--- config.mk ---
export PLATFORM = sky130hd
export DESIGN_NAME = mkr_pin_mux_seq
export DESIGN_NICKNAME = d
export VERILOG_FILES = /design/src/rtl/mkr_pin_mux_pkg.sv /design/src/rtl/mkr_pin_mux_slice.sv /design/src/rtl/mkr_pin_mux_seq.sv
export SDC_FILE = /design/constraint.sdc
export NUM_CORES = 1
export LEC_CHECK = 0
export ABC_AREA = 1
export BUFFER_PORTS_ARGS = -buffer_cell sky130_fd_sc_hd__buf_2
export CAP_MARGIN = 30
export CORE_MARGIN = 2
export CORE_UTILIZATION = 40
export DETAILED_ROUTE_END_ITERATION = 7
export PLACE_DENSITY = 0.57
export SLEW_MARGIN = 40
export SYNTH_ARGS = -nofsm -noshare
export SYNTH_HDL_FRONTEND = slang
export SYNTH_SLANG_ARGS = --single-unit
--- constraint.sdc ---
create_clock -name iCLK -period 4.1 [get_ports iCLK]
set_input_delay 0.205 -clock iCLK [delete_from_list [all_inputs] [get_ports iCLK]]
set_output_delay 0.205 -clock iCLK [all_outputs]
set_load 0.02 [all_outputs]
--- src/rtl/mkr_pin_mux_pkg.sv ---
// ============================================================================
// Module : mkr_pin_mux_pkg
// Brief  : Shared types and constants for the MKR header pin multiplexer.
// Rev    : 1.0  initial release
// ============================================================================
`default_nettype none

package mkr_pin_mux_pkg;

    typedef enum logic {
        ST_ACTIVE = 1'b0,
        ST_GUARD  = 1'b1
    } pin_state_t;

    localparam int SEL_PIO = 0;
    localparam int CNT_W   = 4;

endpackage

`default_nettype wire

--- src/rtl/mkr_pin_mux_slice.sv ---
// ============================================================================
// Module : mkr_pin_mux_slice
// Brief  : One pin: source select with tristate guard, input synchroniser,
//          optional edge IRQ (PIN_IRQ_EN).
// Rev    : 1.0  initial release
// ============================================================================
`default_nettype none

module mkr_pin_mux_slice #(
    parameter int  SEL_W       = 2,
    parameter int  SYNC_STAGES = 2,
    parameter int  GUARD_CYC   = 2,
    localparam int NSRC        = 2**SEL_W
) (
    input  logic             clk,
    input  logic             rst_n,
    input  logic [SEL_W-1:0] msel,
    input  logic             pio_out,
    input  logic             pio_dir,
    input  logic [NSRC-2:0]  alt_out,
    input  logic             pin_in,
`ifdef PIN_IRQ_EN
    input  logic             irq_rise,
    input  logic             irq_fall,
    input  logic             irq_clr,
    output logic             irq_stat,
`endif
    output logic             pin_out,
    output logic             pin_oe,
    output logic             pio_in,
    output logic             busy
);

    import mkr_pin_mux_pkg::*;

    localparam logic [CNT_W-1:0] GUARD_LOAD = CNT_W'(GUARD_CYC - 1);

    pin_state_t             state;
    logic [SEL_W-1:0]       active_sel;
    logic [SEL_W-1:0]       target;
    logic [CNT_W-1:0]       cnt;
    logic [SYNC_STAGES-1:0] sync;
    logic [NSRC-1:0]        src_out;
    logic                   drv_oe;
    logic                   drv_out;

    // Whenever the pin is driven, msel equals the source being driven
    // (steady ACTIVE or guard completion), so msel indexes the source mux.
    assign src_out = {alt_out, pio_dir & pio_out};
    assign drv_oe  = (msel == SEL_W'(SEL_PIO)) ? pio_dir : 1'b1;
    assign drv_out = src_out[msel];

    always_ff @(posedge clk) begin
        if (!rst_n) begin
            state      <= ST_ACTIVE;
            active_sel <= '0;
            target     <= '0;
            cnt        <= '0;
            pin_oe     <= 1'b0;
            pin_out    <= 1'b0;
            busy       <= 1'b0;
        end else begin
            case (state)
                ST_ACTIVE: begin
                    if (msel != active_sel) begin
                        state   <= ST_GUARD;
                        target  <= msel;
                        cnt     <= GUARD_LOAD;
                        pin_oe  <= 1'b0;
                        pin_out <= 1'b0;
                        busy    <= 1'b1;
                    end else begin
                        pin_oe  <= drv_oe;
                        pin_out <= drv_out;
                        busy    <= 1'b0;
                    end
                end
                ST_GUARD: begin
                    if (msel != target) begin
                        target  <= msel;
                        cnt     <= GUARD_LOAD;
                        pin_oe  <= 1'b0;
                        pin_out <= 1'b0;
                        busy    <= 1'b1;
                    end else if (cnt == '0) begin
                        state      <= ST_ACTIVE;
                        active_sel <= target;
                        pin_oe     <= drv_oe;
                        pin_out    <= drv_out;
                        busy       <= 1'b0;
                    end else begin
                        cnt     <= cnt - 1'b1;
                        pin_oe  <= 1'b0;
                        pin_out <= 1'b0;
                        busy    <= 1'b1;
                    end
                end
                default: state <= ST_ACTIVE;
            endcase
        end
    end

    always_ff @(posedge clk) begin
        if (!rst_n) begin
            sync <= '0;
        end else begin
            sync <= {sync[SYNC_STAGES-2:0], pin_in};
        end
    end

    assign pio_in = sync[SYNC_STAGES-1];

`ifdef PIN_IRQ_EN
    logic edge_rise;
    logic edge_fall;

    assign edge_rise = sync[SYNC_STAGES-2] & ~sync[SYNC_STAGES-1];
    assign edge_fall = ~sync[SYNC_STAGES-2] & sync[SYNC_STAGES-1];

    // A new edge outranks a simultaneous clear so no event is lost.
    always_ff @(posedge clk) begin
        if (!rst_n) begin
            irq_stat <= 1'b0;
        end else if ((edge_rise & irq_rise) | (edge_fall & irq_fall)) begin
            irq_stat <= 1'b1;
        end else if (irq_clr) begin
            irq_stat <= 1'b0;
        end
    end
`endif

endmodule

`default_nettype wire

--- src/rtl/mkr_pin_mux_seq.sv ---
// ============================================================================
// Module : mkr_pin_mux_seq
// Brief  : Registered pin multiplexer for one header pin bank; optional edge
//          interrupts when PIN_IRQ_EN is defined.
// Rev    : 1.0  initial release
// ============================================================================
`default_nettype none

module mkr_pin_mux_seq
    import mkr_pin_mux_pkg::*;
#(
    parameter int  PINS        = 32,
    parameter int  SEL_W       = 2,
    parameter int  SYNC_STAGES = 2,
    parameter int  GUARD_CYC   = 2,
    localparam int NSRC        = 2**SEL_W
) (
    input  logic                       iCLK,
    input  logic                       iRESETn,
    input  logic [PINS*SEL_W-1:0]      iMSEL,
    input  logic [PINS-1:0]            iPIO_OUT,
    input  logic [PINS-1:0]            iPIO_DIR,
    input  logic [PINS*(NSRC-1)-1:0]   iALT_OUT,
    input  logic [PINS-1:0]            iPIN_IN,
`ifdef PIN_IRQ_EN
    input  logic [PINS-1:0]            iIRQ_RISE,
    input  logic [PINS-1:0]            iIRQ_FALL,
    input  logic [PINS-1:0]            iIRQ_CLR,
    output logic [PINS-1:0]            oIRQ_STAT,
    output logic                       oIRQ,
`endif
    output logic [PINS-1:0]            oPIN_OUT,
    output logic [PINS-1:0]            oPIN_OE,
    output logic [PINS-1:0]            oPIO_IN,
    output logic                       oBUSY
);

    logic [PINS-1:0] busy_vec;

    for (genvar i = 0; i < PINS; i++) begin : g_pin
        logic [NSRC-2:0] alt_pin;

        // Alternate outputs arrive grouped by source; gather this pin's set.
        for (genvar s = 1; s < NSRC; s++) begin : g_alt
            assign alt_pin[s-1] = iALT_OUT[(s-1)*PINS + i];
        end

        mkr_pin_mux_slice #(
            .SEL_W       (SEL_W),
            .SYNC_STAGES (SYNC_STAGES),
            .GUARD_CYC   (GUARD_CYC)
        ) u_slice (
            .clk      (iCLK),
            .rst_n    (iRESETn),
            .msel     (iMSEL[i*SEL_W +: SEL_W]),
            .pio_out  (iPIO_OUT[i]),
            .pio_dir  (iPIO_DIR[i]),
            .alt_out  (alt_pin),
            .pin_in   (iPIN_IN[i]),
`ifdef PIN_IRQ_EN
            .irq_rise (iIRQ_RISE[i]),
            .irq_fall (iIRQ_FALL[i]),
            .irq_clr  (iIRQ_CLR[i]),
            .irq_stat (oIRQ_STAT[i]),
`endif
            .pin_out  (oPIN_OUT[i]),
            .pin_oe   (oPIN_OE[i]),
            .pio_in   (oPIO_IN[i]),
            .busy     (busy_vec[i])
        );
    end

    assign oBUSY = |busy_vec;

`ifdef PIN_IRQ_EN
    always_ff @(posedge iCLK) begin
        if (!iRESETn) begin
            oIRQ <= 1'b0;
        end else begin
            oIRQ <= |oIRQ_STAT;
        end
    end
`endif

endmodule

`default_nettype wire
==> summary.txt <==
ROUTE
--------------------------------------------------------------------------------------
1st-iter DRT viols                                                                1064
ANT nets after route                                                                 0
Detailed-route DRC error count                                                       0
Aggregate routed wire length                                                  54.80 mm
Total number of vias                                                            21.05k
WL/cell                                                                       12.02 um
Mean number of vias per cell                                                     4.617
Number of iterations in the first detailed-routing pass                              5

STA
--------------------------------------------------------------------------------------
Final setup skew                                                            0.01849 ns
Setup repair after global routing missed its margin                              false
Shortest period the worst path allows                                         2.249 ns
Final period utilization                                                        54.86%
Post-route setup TNS                                                              0 ns
Setup-failing EPs final                                                              0
Number of slew-limit violations in the final report                                  0
Hold slack final                                                            0.03498 ns
Maximum operating frequency                                                  444.6 MHz
Worst slew margin relative to its limit                                         43.71%
Hold violation total from the final report                                           0
Actual slew at the worst max-slew pin                                        0.8443 ns

WORST SETUP PATH
--------------------------------------------------------------------------------------
RR Startpoint                                                             g_pin[30].u_slice.cnt[0]$_SDFFE_PN0P_
Worst reg2reg path depth                                                             9
Kind of start point of the critical path                                      register
Worst Setup End Kind                                                       output port
Critical path data required time                                               3.89 ns
Peak fanout along the critical path                                                  5
FF-to-FF End                                                              g_pin[30].u_slice.cnt[2]$_SDFFE_PN0P_
R2R setup slack                                                                2.53 ns
Worst EP arrival                                                               2.04 ns
Setup CP Type                                                               reg -> out

PWR
--------------------------------------------------------------------------------------
Largest voltage drop on the vdd net                                           329.2 uV
Design Power                                                                  11.41 mW
Cell area power density                                                   417.6 mW/mm^2
Leakage power summed over all cells                                           14.25 nW

FLOORPLANNING
--------------------------------------------------------------------------------------
Floorplan Core Area                                                       0.05509 mm^2
Std cell rows                                                                       86
Count of boundary I/O pins                                                         355
Die area                                                                  0.05760 mm^2
Initial core utilization                                                        40.43%
Die outline width                                                             240.0 um
Die height                                                                    240.0 um

GLOBAL ROUTE
--------------------------------------------------------------------------------------
Global router's overall resource usage                                          18.74%
Initial antenna violation count                                                      4
Total congestion overflow after global routing                                       0
Number of global-route vias before repair                                       19.20k
Maximum number of pins on one net before global-route repair                       174
Global-route wire length before repair                                        90.38 mm

CTS
--------------------------------------------------------------------------------------
CTS Buffer Depth                                                                     3
Worst-Skew Late Latency                                                        0.58 ns
Post-cts gate resize count                                                           0
Hold_buf cts                                                                       162
Clock buffer count from CTS                                                         49
Number of setup buffers added after CTS                                              0
Clock slew at the register clock pins of the worst setup and hold paths        0.06 ns
CTS Root Buffer Type                                                         clkbuf_16
Clock Sinks                                                                        416
H-tree depth                                                                         2
CTS tree                                                                          done

SYNTH
--------------------------------------------------------------------------------------
Fraction of post-synthesis cell area in the top cell type by area               37.38%
Fraction of registers with async set or reset after synthesis                       0%
Count of flip-flops with a built-in enable after synthesis                           0
Yosys synthesis warning count                                                        0
Post-Syn Instances                                                                3361
Library cell with the largest summed area after synthesis                      dfxtp_1
Synth area leaders                                                        dfxtp_1 (37%), nand2_1 (17%), nor2_1 (6.8%)
Share of the yosys chip area belonging to registers                             37.38%
Flop and latch count out of synthesis                                              416
Number of nets produced by synthesis                                              3651
Top FF cell, synth                                                             dfxtp_1
Netlist cell types                                                                  42
Syn_area_per_cell                                                           6.628 um^2
Syn Std Cell Area                                                         0.02228 mm^2

LAYOUT
--------------------------------------------------------------------------------------
Nets                                                                              4063
Filler instances                                                                  5652
Fraction of layout instances using a drive strength above 1                     16.12%
Area growth syn-to-layout                                                       22.69%
Number of standard cells in the layout, taps in and fillers out                   4560

OUTCOME
--------------------------------------------------------------------------------------
Run status                                                                   completed

WORST HOLD PATH
--------------------------------------------------------------------------------------
Destination of the worst hold path                                        g_pin[2].u_slice.pin_out$_SDFF_PN0_
Class of the tightest hold or removal check                                  in -> reg
Hold path startpoint                                                      iALT_OUT[34]
Count of cells along the worst hold path                                             4

PLACEMENT
--------------------------------------------------------------------------------------
Final HPWL from detailed placement                                            38.40 mm
Routability Congestion                                                          0.8181
Buffers added on ports                                                             354
Placed Cells incl. Taps                                                           4306

FLOW RUN
--------------------------------------------------------------------------------------
Maximum Capacitance Violations                                                       0

sequential cells by signal, summed over array words and instances, names as in the netlist:
signal,cells
g_pin.u_slice.active_sel,64
g_pin.u_slice.busy,32
g_pin.u_slice.cnt,128
g_pin.u_slice.pin_oe,32
g_pin.u_slice.pin_out,32
g_pin.u_slice.sync,64
g_pin.u_slice.target,64
how the worst max path moves through the flow:
stage | startpoint | end | slack, ns | depth (start not counted)
final | g_pin[12].u_slice.busy$_SDFF_PN0_ | oBUSY | 1.85 | 5
after global routing | g_pin[12].u_slice.busy$_SDFF_PN0_ | oBUSY | 1.66 | 5
after CTS | g_pin[12].u_slice.busy$_SDFF_PN0_ | oBUSY | 1.74 | 5
after detailed placement | iRESETn | g_pin[5].u_slice.cnt[3]$_SDFFE_PN0P_ | 2.00 | 6
after global placement | iRESETn | g_pin[5].u_slice.cnt[3]$_SDFFE_PN0P_ | 1.87 | 6
after floorplan | g_pin[12].u_slice.cnt[0]$_SDFFE_PN0P_ | g_pin[12].u_slice.active_sel[0]$_SDFFE_PN0P_ | 2.80 | 9
placed cells by master, fill, tap and decap left out, types with 7 or more instances in the layout:
master,instances
nand2_1,1006
dfxtp_1,416
nor2_1,405
inv_1,383
buf_2,353
nand3_1,302
dlygate4sd3_1,163
nand4_1,151
a21oi_1,107
inv_2,65
clkbuf_16,51
nand2_2,46
o21ai_0,46
xnor2_1,45
xor2_1,35
nor3_1,34
ha_1,32
nor2_2,23
a22o_1,21
nand3b_1,12
nand3_2,11
clkbuf_1,11
clkbuf_8,11
nor2_4,10
clkinv_2,10
o22a_1,7
logic make-up (layout without fill, tap and decap cells):
| group | count (synthesis) | count (layout) | synth area share [%] |
|---|---|---|---|
| compound gates | 199 | 199 | 5.106 |
| xor+xnor | 81 | 81 | 3.218 |
| fa+ha+maj | 32 | 32 | 1.797 |
| buf+inv | 613 | 1062 | 12.45 |
| flops | 416 | 416 | 37.38 |
| other cells | 0 | 2 | 0 |
| simple gates | 2020 | 2020 | 40.04 |
area by class of cell:
| class | count | area, um^2 | share of cell area, % |
|---|---|---|---|
| tap | 748 | 935.9 | 3.424 |
| antenna | 2 | 5.005 | 0.01831 |
| sequential | 416 | 8328 | 30.47 |
| inverter | 453 | 1710 | 6.258 |
| clock buffer | 73 | 1469 | 5.374 |
| timing repair buffer | 521 | 3480 | 12.73 |
| clock inverter | 15 | 229.0 | 0.8378 |
| multi-input combinational | 2332 | 11170 | 40.89 |
worst max-delay path: stages, from the launching register on:
cell,delay (ns)
dfxtp_1,0.34
inv_1,0.26
nand4_1,0.26
nor2_1,0.29
nand4_1,0.12
buf_2,0.20
through the flow:
| step | worst slack, ns | area (um^2) | utilization [%] |
|---|---|---|---|
| final | 1.851 | 27330 | 49.61 |
| after detailed placement | 2.005 | 23970 | 43.51 |
| after floorplan | 2.802 | 22280 | - |
| after global routing | 1.659 | 27330 | 49.60 |
| after CTS | 1.739 | 27290 | 49.53 |
| after global placement | 1.872 | 23960 | 43.50 |
per-layer routing:
metal  share of wire (%)  GRT usage (%)  routed length (um)
met1                  47          24.23               25980
met4                 2.6          5.797                1439
met5               0.040              0                  22
met2                  45          31.01               24410
met3                 5.4          4.191                2946
Yosys cell counts, types with 35 or more instances:
cell type	number
o21ai_0	46
dfxtp_1	416
buf_2	44
nor2_1	405
buf_4	104
inv_2	66
xnor2_1	45
nand4_1	151
nand2_2	46
inv_1	383
xor2_1	35
nand3_1	302
nand2_1	1006
a21oi_1	107
power by group:
part | switching, mW | internal [mW] | total [mW]
clock | 1.74 | 2.84 | 4.58
combinational | 1.42 | 0.854 | 2.27
sequential | 0.220 | 4.35 | 4.56
No activity file was read; power rests on OpenSTA's default activity.
